File: src/rtl/lc4_wb_stage.sv
// lc4_wb_stage: writeback stage with flags, register write, redirect and post-redirect squash
module lc4_wb_stage #(
   parameter int WORD_SIZE = 256,
   parameter int INSN      = 19,
   parameter int IADDR     = 10,
   parameter int FLUSH_CNT = 2
) (
   input  logic                 clk,
   input  logic                 rst_n,
   input  logic                 i_valid,
   input  logic                 i_stall,
   input  logic [INSN:0]        i_insn,
   input  logic [WORD_SIZE-1:0] i_r1data,
   input  logic [WORD_SIZE-1:0] i_result,
   output logic                 o_carry,
   output logic [2:0]           o_nzp,
   output logic                 o_we,
   output logic [3:0]           o_wsel,
   output logic [WORD_SIZE-1:0] o_wdata,
   output logic                 o_br_taken,
   output logic [IADDR:0]       o_br_target,
   output logic                 o_illegal
);
   typedef enum logic {RUN, FLUSH} state_t;
   state_t state, state_n;
   logic [2:0] cnt, cnt_n;
   logic [4:0] op;
   logic [3:0] rd;
   logic acc, run_acc, wr, tk, ill, n, z;
   logic [IADDR:0] tgt;
   assign op = i_insn[INSN -: 5];
   assign rd = i_insn[INSN-5 -: 4];
   assign acc = i_valid & ~i_stall;
   assign run_acc = acc & (state == RUN);
   assign n = i_result[WORD_SIZE-1];
   assign z = ~|i_result;
   // decode the opcode and compute the next squash state
   always_comb begin
      wr = (op >= 5'd5 && op <= 5'd9) || (op >= 5'd11 && op <= 5'd16) || (op >= 5'd18 && op <= 5'd21);
      ill = (op == 5'd17) || (op >= 5'd22);
      tk = (op == 5'd1 && o_nzp[1]) || (op == 5'd2 && |o_nzp[1:0]) ||
           (op == 5'd3 && (o_nzp[2] | o_nzp[0])) || (op == 5'd4 && |o_nzp[2:1]) ||
           op == 5'd8 || op == 5'd10;
      tgt = (op == 5'd10) ? i_r1data[IADDR:0] : i_result[IADDR:0];
      state_n = state;
      cnt_n = cnt;
      if (run_acc && tk) begin
         state_n = FLUSH;
         cnt_n = 3'(FLUSH_CNT);
      end else if (acc && state == FLUSH) begin
         cnt_n = cnt - 3'd1;
         state_n = (cnt == 3'd1) ? RUN : FLUSH;
      end
   end
   // squash FSM state and counter
   always_ff @(posedge clk) begin
      if (!rst_n) begin
         state <= RUN;
         cnt <= 3'd0;
      end else begin
         state <= state_n;
         cnt <= cnt_n;
      end
   end
   // registered outputs; payloads only load when their strobe fires
   always_ff @(posedge clk) begin
      if (!rst_n) begin
         o_carry <= 1'b0;
         o_nzp <= 3'b010;
         o_we <= 1'b0;
         o_wsel <= '0;
         o_wdata <= '0;
         o_br_taken <= 1'b0;
         o_br_target <= '0;
         o_illegal <= 1'b0;
      end else begin
         o_we <= run_acc & wr;
         o_br_taken <= run_acc & tk;
         o_illegal <= run_acc & ill;
         if (run_acc & wr) begin
            o_wsel <= rd;
            o_wdata <= i_result;
            o_nzp <= {n, z, ~n & ~z};
         end
         if (run_acc & tk) o_br_target <= tgt;
         if (run_acc && op == 5'd20) o_carry <= z_r1();
         else if (run_acc && op == 5'd21) o_carry <= o_carry & z_r1();
      end
   end
   function automatic logic z_r1();
      return ~|i_r1data;
   endfunction
endmodule

File: config.mk
export PLATFORM = sky130hd
export DESIGN_NAME = lc4_wb_stage
export DESIGN_NICKNAME = d
export VERILOG_FILES = /design/src/rtl/lc4_wb_stage.sv
export SDC_FILE = /design/constraint.sdc
export NUM_CORES = 1
export LEC_CHECK = 0
export ABC_AREA = 1
export CELL_PAD_IN_SITES_DETAIL_PLACEMENT = 2
export CELL_PAD_IN_SITES_GLOBAL_PLACEMENT = 2
export CORE_AREA = 8 8 310 312
export DETAILED_ROUTE_END_ITERATION = 16
export DIE_AREA = 0 0 318 320
export GPL_TIMING_DRIVEN = 0
export HOLD_SLACK_MARGIN = 0.15
export PLACE_DENSITY_LB_ADDON = 0.15
export SETUP_SLACK_MARGIN = 0.2
export SYNTH_ARGS = -nofsm -noshare
export SYNTH_HDL_FRONTEND = slang
export SYNTH_SLANG_ARGS = --single-unit
File: constraint.sdc
create_clock -name clk -period 1.9 [get_ports clk]
set_input_delay 0.38 -clock clk [delete_from_list [all_inputs] [get_ports clk]]
set_output_delay 0.38 -clock clk [all_outputs]
set_load 0.03 [all_outputs]
==> results of run 1 <==
-- synth_stat cells (2+ instances only) --
master	number
nor2_1	325
dfxtp_1	281
inv_1	280
a21oi_1	266
o21ai_0	230
nand2_1	183
clkbuf_1	45
o21ai_1	42
buf_2	32
nand4_1	15
nand3_1	14
buf_6	11
nor3_1	7
buf_4	3
a211oi_1	2
ha_1	2
inv_2	2
o21ai_2	2
or2_2	2
-- sequential cells by signal, summed over array words and instances, names as in the netlist --
signal,count
cnt,3
o_illegal,1
o_wsel,4
state,1
o_br_taken,1
o_we,1
o_br_target,11
o_carry,1
o_wdata,255
o_nzp,3
-- area by class of cell --
| type | instances | area share (%) |
|---|---|---|
| timing repair buffer | 808 | 34.2 |
| sequential | 281 | 24.0 |
| buffer | 93 | 2.83 |
| tap | 1186 | 6.33 |
| inverter | 282 | 4.52 |
| multi-input combinational | 1100 | 21.8 |
| antenna | 26 | 0.278 |
| clock inverter | 12 | 0.790 |
| clock buffer | 60 | 5.25 |
-- power by group through the flow --
stage | Sequential (uW) | Combinational, uW | Clock (uW)
after floorplan | 7310 | 847 | 0
after global placement | 6590 | 4010 | 0
after detailed placement | 6610 | 4060 | 0
after CTS | 6490 | 4000 | 8450
after global routing | 6530 | 4260 | 8640
final | 6480 | 3950 | 8060
-- path summary, 6_finish.rpt --
path,startpoint,depth (start not counted),slack (ps),to
worst max-delay path,o_wdata[187],1,260,o_wdata[187]
worst min-delay path,i_insn[16],3,230,o_carry
worst max register to register,state,8,280,o_wdata[185]
worst min register to register,o_wsel[3],2,440,o_wsel[3]
-- layer usage --
| metal | vias to the layer above | share of wire [%] | GRT usage [%] |
|---|---|---|---|
| li1 | 7324 | - | - |
| met4 | 12 | 3.2 | 5.95 |
| met5 | - | 0.087 | 0 |
| met3 | 118 | 9.0 | 6.73 |
| met2 | 488 | 50 | 27.8 |
| met1 | 7123 | 38 | 16.2 |
-- cell families after synthesis --
kind of cell | after synthesis | synth area share (%)
mux | 1 | 0.0928
compound gates | 546 | 22.7
buf+inv | 375 | 12.8
fa+ha+maj | 2 | 0.206
flops | 281 | 46.4
simple gates | 551 | 17.8
-- what timing repair did --
item	4_1_cts	5_1_grt
cloned	2	1
gates resized for setup	784	234
setup buffers	2	1
pin swaps	1	1
endpoints found under the setup margin	555	265
-- worst register-to-register path: stages (launching register included) --
cell	delay [ps]
dfxtp_2	320
inv_2	50
nand3_2	80
inv_2	90
nand4_4	140
buf_6	220
clkbuf_2	210
o21ai_0	320
a21oi_1	70
-- through the flow --
| step | TNS [ps] | power, uW | instances |
|---|---|---|---|
| finish | 0 | 18500 | 3848 |
| global route | 0 | 19400 | 3838 |
| detailed placement | -241080 | 10700 | 3744 |
| CTS | 0 | 18900 | 3820 |
| floorplan | 0 | 8160 | 1756 |
| global placement | -230070 | 10600 | 3744 |
==> run summary, run 1 <==
The flow ran to the end, and the final reports show no timing, DRC or antenna violations. The storage element area was 5630 sq um. Clock latency on the worst-skew pair, taken at its later pin, is 560 ps. In this run the standard cell core region covers 91,000 sq um. The first global-routing pass estimated 118,000 microns of wire. The floorplan step defined a die boundary enclosing 102,000 sq um.

The run gives 0 as the total DRC errors in the routed layout. After detailed routing, the average wire length per cell comes to 21.7 microns. The predominant post-synthesis flop cell is dfxtp_1. The worst slew margin relative to its limit came out at 59.3%. The maximum fanout count along the critical path came out at 2. The worst stage delay on the critical path is 380 ps. Yosys attributes the largest share of cell area to dfxtp_1, a21oi_1, nor2_1, o21ai_0, inv_1. Yosys mapped a number of flops with a built-in enable equal to 0. Cells fill 25.8% of the core in the end.

In this run the clock root is driven by a clkbuf_16. Once the floorplan was initialized, standard cells occupied 13.3% of the core. The worst setup path is captured at an output pin. Depth of the CTS H-tree: 2. Of the total power, combinational logic draws 21.3%. Setup violations remaining at the end of the flow were counted as 0. The DRC violation total after the first TritonRoute iteration was 402. Entering global routing, the biggest net connects 12 pins. The max-slew violation count is 0. The combined area of the multi-input logic cells was 5110 sq um. The combined global-route utilization of all metal layers is 15.6%. The switching part of the total power came out at 28.9%. The signal on the critical path passes through clkdlybuf4s15_1. STA classifies the critical path startpoint as a flop.

Pin placement for this block handled 814 I/O pins. The number of buffer and inverter stages on the critical path works out to 1. The leakage dissipation is 0.00861 uW. The tool flagged a number of max-cap violations equal to 0. The clock net in this run drives a total of 281 sinks. The routed design has 83,400 microns of wire.

The worst path meets setup with 256 ps of slack. Setup repair after global routing could not meet its margin everywhere. The final cycle utilization of the critical path works out to 86.6%. The minimum period implied by the final worst setup slack came out at 1640 ps.

For the pin with the worst max-slew slack, the measured transition is 611 ps. The number of failing hold endpoints at the final stage was 0. The share of the synthesized area in the top cell type was 46.4%. For this run, the number of Yosys warnings is 0. The HPWL after detailed placement is 70,900 microns. The initial antenna violation count is 32, and the number of distinct library cells after synthesis is 31.

Input and output buffers added on the ports amount to 802. The register bit total from synthesis was 281; the synthesized instance count was 1,756. Global routing finished with a remaining overflow of 0.

For the number of standard-cell rows in the floorplan, the log shows 111. Family with the most delay on the worst path: buffers and inverters. The detail-routed via count per cell is 3.92, and the via count is 15,065. The analysis attributes to net switching a power of 5350 uW.

The path class of the lowest-slack min-delay path is input port to flop. From synthesis to final layout, the design area changed by 93.1%. Clock-pin slew was measured on the worst setup and hold paths at 50 ps. The routability congestion estimate is 0.804.

Summing every instance area after synthesis gives 12,100 sq um. Cell internal power was estimated by the tool at 13,100 uW. Data on the critical path is required at its endpoint by 1520 ps. TritonCTS built the clock tree.

The number of hold buffers added after CTS was 0; the maximum clock frequency was 608 MHz. For this run, asynchronously set or reset flops after synthesis account for 0%. The power per cell area is 789 nW/um^2.

The finished cells cover 23,400 sq um. The share of the Yosys chip area taken by registers is 46.4%. Among all stages on the critical path, the largest delay is contributed by clkdlybuf4s15_1. The total number of nets in the final design came out at 3,146. For the setup clock skew after layout, the log shows 18.2 ps.

The library cell used most frequently in the layout, excluding fill and tap cells, is clkdlybuf4s50_1. The detail route stage leaves a number of antenna-violating nets equal to 0. The run gives 43.6% as the fraction of power consumed by the clock network.

The synthesized area per cell is 6.91 sq um. The most area-hungry cell type in the Yosys netlist is dfxtp_1. The signal arrival time at the worst endpoint is 1260 ps, and the via count of the first global-routing pass is 17,171.

In the layout the commonest cells are clkdlybuf4s50_1, nor2_1, dfxtp_1, inv_1, a21oi_1. Counting the buffers created by CTS gives 42. The tools report the worst setup slack after placement as -1360 ps.

Die span in y: 320 microns. The tightest hold path in the finished design has a slack of 226 ps. The class of the most critical setup path is flop to output pin. After detailed placement, the total cell area comes to 21,600 sq um.

The maximum buffer depth of the clock tree was 3; the detailed-routing iteration count for the pre-antenna-repair pass was 4. In this run, flip-flops and latches consume 35.1% of the power. Measured along the x axis, the die boundary spans 318 microns.

Synthesized net count: 2,294. After filler insertion, the fill cell instance count of the layout stands at 10,504. The layout cell share with drive strength beyond 1 was 17.8%; the peak ir drop on the vdd network was 0.473 mV.
No activity file was read; power rests on OpenSTA's default activity.
==> run 2: changes to the inputs <==
clock period = 1.5 ns   (was 1.9 ns; I/O delays follow)
==> run 2 against run 1 <==
  * The run now ends with negative setup slack left
  * Setup slack worse by 340 ps
  * Die area is the same
  * Utilization rose by 0.76 points
  * Clock skew is 14 ps higher
  * Wire length is 4.5% higher
  * Clock power increased by 20%
  * Hold slack worse by 71 ps
  * Largest power group unchanged
  * Highest routed layer unchanged
==> run summary, run 2 (synthesis gave the netlist of run 1 again) <==
The flow ran to the end, but the final reports show violations. The final reports fail on negative setup slack. The power per cell area works out to 964 nW/um^2 (+22%).

The clock buffer count from CTS was 41 (-2.4%); the final cycle utilization of the critical path was 105%. The clock latency reported for the late side of the worst-skew pair came out at 570 ps (about the same). The combined global-route utilization of all metal layers was 16.1% (+0.49 points); the pin count of the biggest net entering global routing was 13 (+1). The area inside the core boundary came out at 91,000 sq um (unchanged). The slowest stage of the critical path belongs to the cell dlygate4sd2_1. The number of standard-cell rows in the floorplan came out at 111 (unchanged). The peak ir drop on the vdd network came out at 0.691 mV (+46%).

The family with the most delay on the worst path was buffers and inverters. The count of buffers inserted at the top-level ports was 802 (unchanged); the routability congestion estimate was 0.812 (+0.97%). Worst setup slack after placement: -1920 ps (-565 ps). For the total number of nets in the final design, the log shows 3,153 (+0.22%). Type of element launching the critical path: an input port. Remaining antenna violation count after routing: 0 (unchanged).

The signal on the critical path passes through dlygate4sd2_1 > inv_12 > nand2_4 > a21oi_2 > o21ai_2 > nand4_4 > buf_12 > buf_12 > buf_6 > buf_4 > a21oi_1. The global-route wire length before repair is 120,000 microns (+2.0%). The register-to-register setup slack was -80 ps (-360 ps); the max-capacitance violation count was 0 (unchanged). The initial standard-cell utilization of the core is 13.3% (unchanged), and the global-route track usage on met1 is 16.6% (+0.47 points).

The die span in y is 320 microns (unchanged). The tools report the die area as 102,000 sq um (unchanged). The top cell types in the final layout, fill and taps aside, are clkdlybuf4s50_1, nor2_1, inv_1, dfxtp_1, a21oi_1. The most common cell after layout, fill and taps aside was clkdlybuf4s50_1. The logs give 7.94% (+1.2 points) for the met3 global-route usage and 87,200 microns (+4.5%) for the routed wire length.

Detailed-routing iteration count for the pre-antenna-repair pass: 6 (+2). The smallest clock period supported by the final layout is computed as 1580 ps. The total DRC errors in the routed layout was 0 (unchanged). The setup clock skew after layout is 32.3 ps (+14.1 ps), and the DRC violation total after the first TritonRoute iteration is 453 (+13%).

The maximum buffer depth of the clock tree was 3 (unchanged). Setup repair after global routing could not meet its margin everywhere. The setup TNS is -10,200 ps (-10,200 ps), and the via count of the first global-routing pass is 17,210 (+0.23%). The overall die width is 318 microns (unchanged).

The detailed-route wire length per cell was 22.6 microns (+4.3%). The initial antenna violation count is 35 (+9.4%). Largest register by flop count: o_wdata. The number of flip-flops under the largest register name is 255 (unchanged), and the signed area change from the synthesized netlist to the final layout is 98.8%. Class of the most critical setup path: input port to flop. The signal arrival time at the worst endpoint is 2040 ps (+780 ps). The cell that appears most often on the critical path is buf_12. Path class of the lowest-slack min-delay path: input port to flop. The overall overflow remaining after global route was 0 (unchanged). Maximum fanout count along the critical path: 10 (+8).

The worst stage delay on the critical path came out at 340 ps (-40 ps). The number of buffer and inverter stages on the critical path came out at 6 (+5). The layer flagged by global routing as most heavily used is met2. For the number of clock sinks, the log shows 281 (unchanged). The layout cell share with drive strength beyond 1 was 22.2% (+4.4 points); the worst hold slack across all endpoints was 155 ps (-71.3 ps). The fill cell total of the finished layout was 10,404 (-0.95%); the met2 track demand over resource was 28.8% (+0.95 points). For the worst-case setup margin in the final layout, the log shows -81.9 ps (-337 ps). The largest registers in the layout are o_wdata (255), o_br_target (11), o_wsel (4).

TritonCTS built the clock tree. Worst slew margin relative to its limit: 58.6% (-0.72 points). The required time of the critical path is 1960 ps (+440 ps). The logs give 73,300 microns (+3.4%) for the detailed-placement wirelength estimate and 2 (unchanged) for the depth of the CTS H-tree.

The transition time of the tightest slew-check pin is 622 ps (+10.8 ps), and the max-slew violation count is 0 (unchanged). STA classifies the critical path endpoint as a flop. For the leakage dissipation, the log shows 0.00902 uW (+4.8%). The detail-routed via count per cell is 3.96 (+1.1%), and the number of top-level pins is 814 (unchanged).

The run gives 632 MHz as the maximum clock frequency. Clock root buffer: clkbuf_16. For the number of failing hold endpoints at the final stage, the log shows 0 (unchanged). The clock input transition at the sequential cells of the worst setup and hold paths was 60 ps (about the same). The logs give 305 (+305) for the number of failing setup endpoints in the final timing report and 15,253 (+1.2%) for the via count.
run 2: cell count changes in the layout (fill, tap and decap cells not counted), sizes merged, moves of 3 or more:
cell / change
buf: +136
clkbuf: -77
clkdlybuf4s15: -50
clkdlybuf4s18: -5
clkdlybuf4s50: -3
clkinv: +8
diode: -5
dlymetal6s2s: +3
run 2: power breakdown:
part           switching (uW)  leakage [uW]  internal [uW]
Combinational            2840       0.00605           2500
Clock                    3920      0.000660           5770
Sequential                277       0.00230           7950
run 2: area by class of cell:
cell class / instances / area [sq um] / share of cell area (%)
Timing Repair Buffer: 816 / 8090 / 33.5
Sequential cell: 281 / 5640 / 23.4
Multi-Input combinational cell: 1100 / 5520 / 22.9
Tap cell: 1186 / 1480 / 6.15
Clock buffer: 58 / 1160 / 4.81
Inverter: 282 / 1080 / 4.46
Buffer: 93 / 925 / 3.83
Clock inverter: 16 / 184 / 0.762
Antenna cell: 21 / 52.6 / 0.218
run 2: worst reg2reg max path, stage by stage, from the launching register on:
cell	delay (ps)
dfxtp_2	320
inv_2	50
nand3_2	70
inv_2	90
nand4_4	100
buf_12	170
buf_12	160
clkbuf_16	180
buf_8	150
o21ai_4	130
a21oi_1	60
run 2: stage by stage:
stage	util, %	std cells	total power (uW)	instance area [sq um]
global placement	23.9	3744	13500	21700
CTS	25.8	3825	23700	23500
floorplan	-	1756	10400	12200
finish	26.5	3853	23300	24100
global route	26.5	3843	24500	24100
detailed placement	23.9	3744	13600	21700
run 2: per-layer routing:
metal | routed length [microns] | share of wire (%)
met1 | 33000 | 38
met2 | 43400 | 50
met3 | 8660 | 9.9
met4 | 2000 | 2.3
met5 | 98 | 0.11
run 2: path summary, 6_finish.rpt:
check	start	endpoint	depth (start not counted)
worst max-delay path	i_insn[15]	o_wdata[73]	11
worst min-delay path	i_result[164]	o_wdata[164]	3
worst max register to register	state	o_wdata[18]	10
worst min register to register	o_wdata[252]	o_wdata[252]	2
run 2: repair_timing:
item / 4_1_cts / 5_1_grt
endpoints found under the hold margin: 0 / 1
gates cloned: 4 / 2
resized for setup: 1342 / 221
hold buffers: 0 / 1
setup buffers: 3 / 4
pin swaps: 4 / 8
endpoints found under the setup margin: 558 / 558
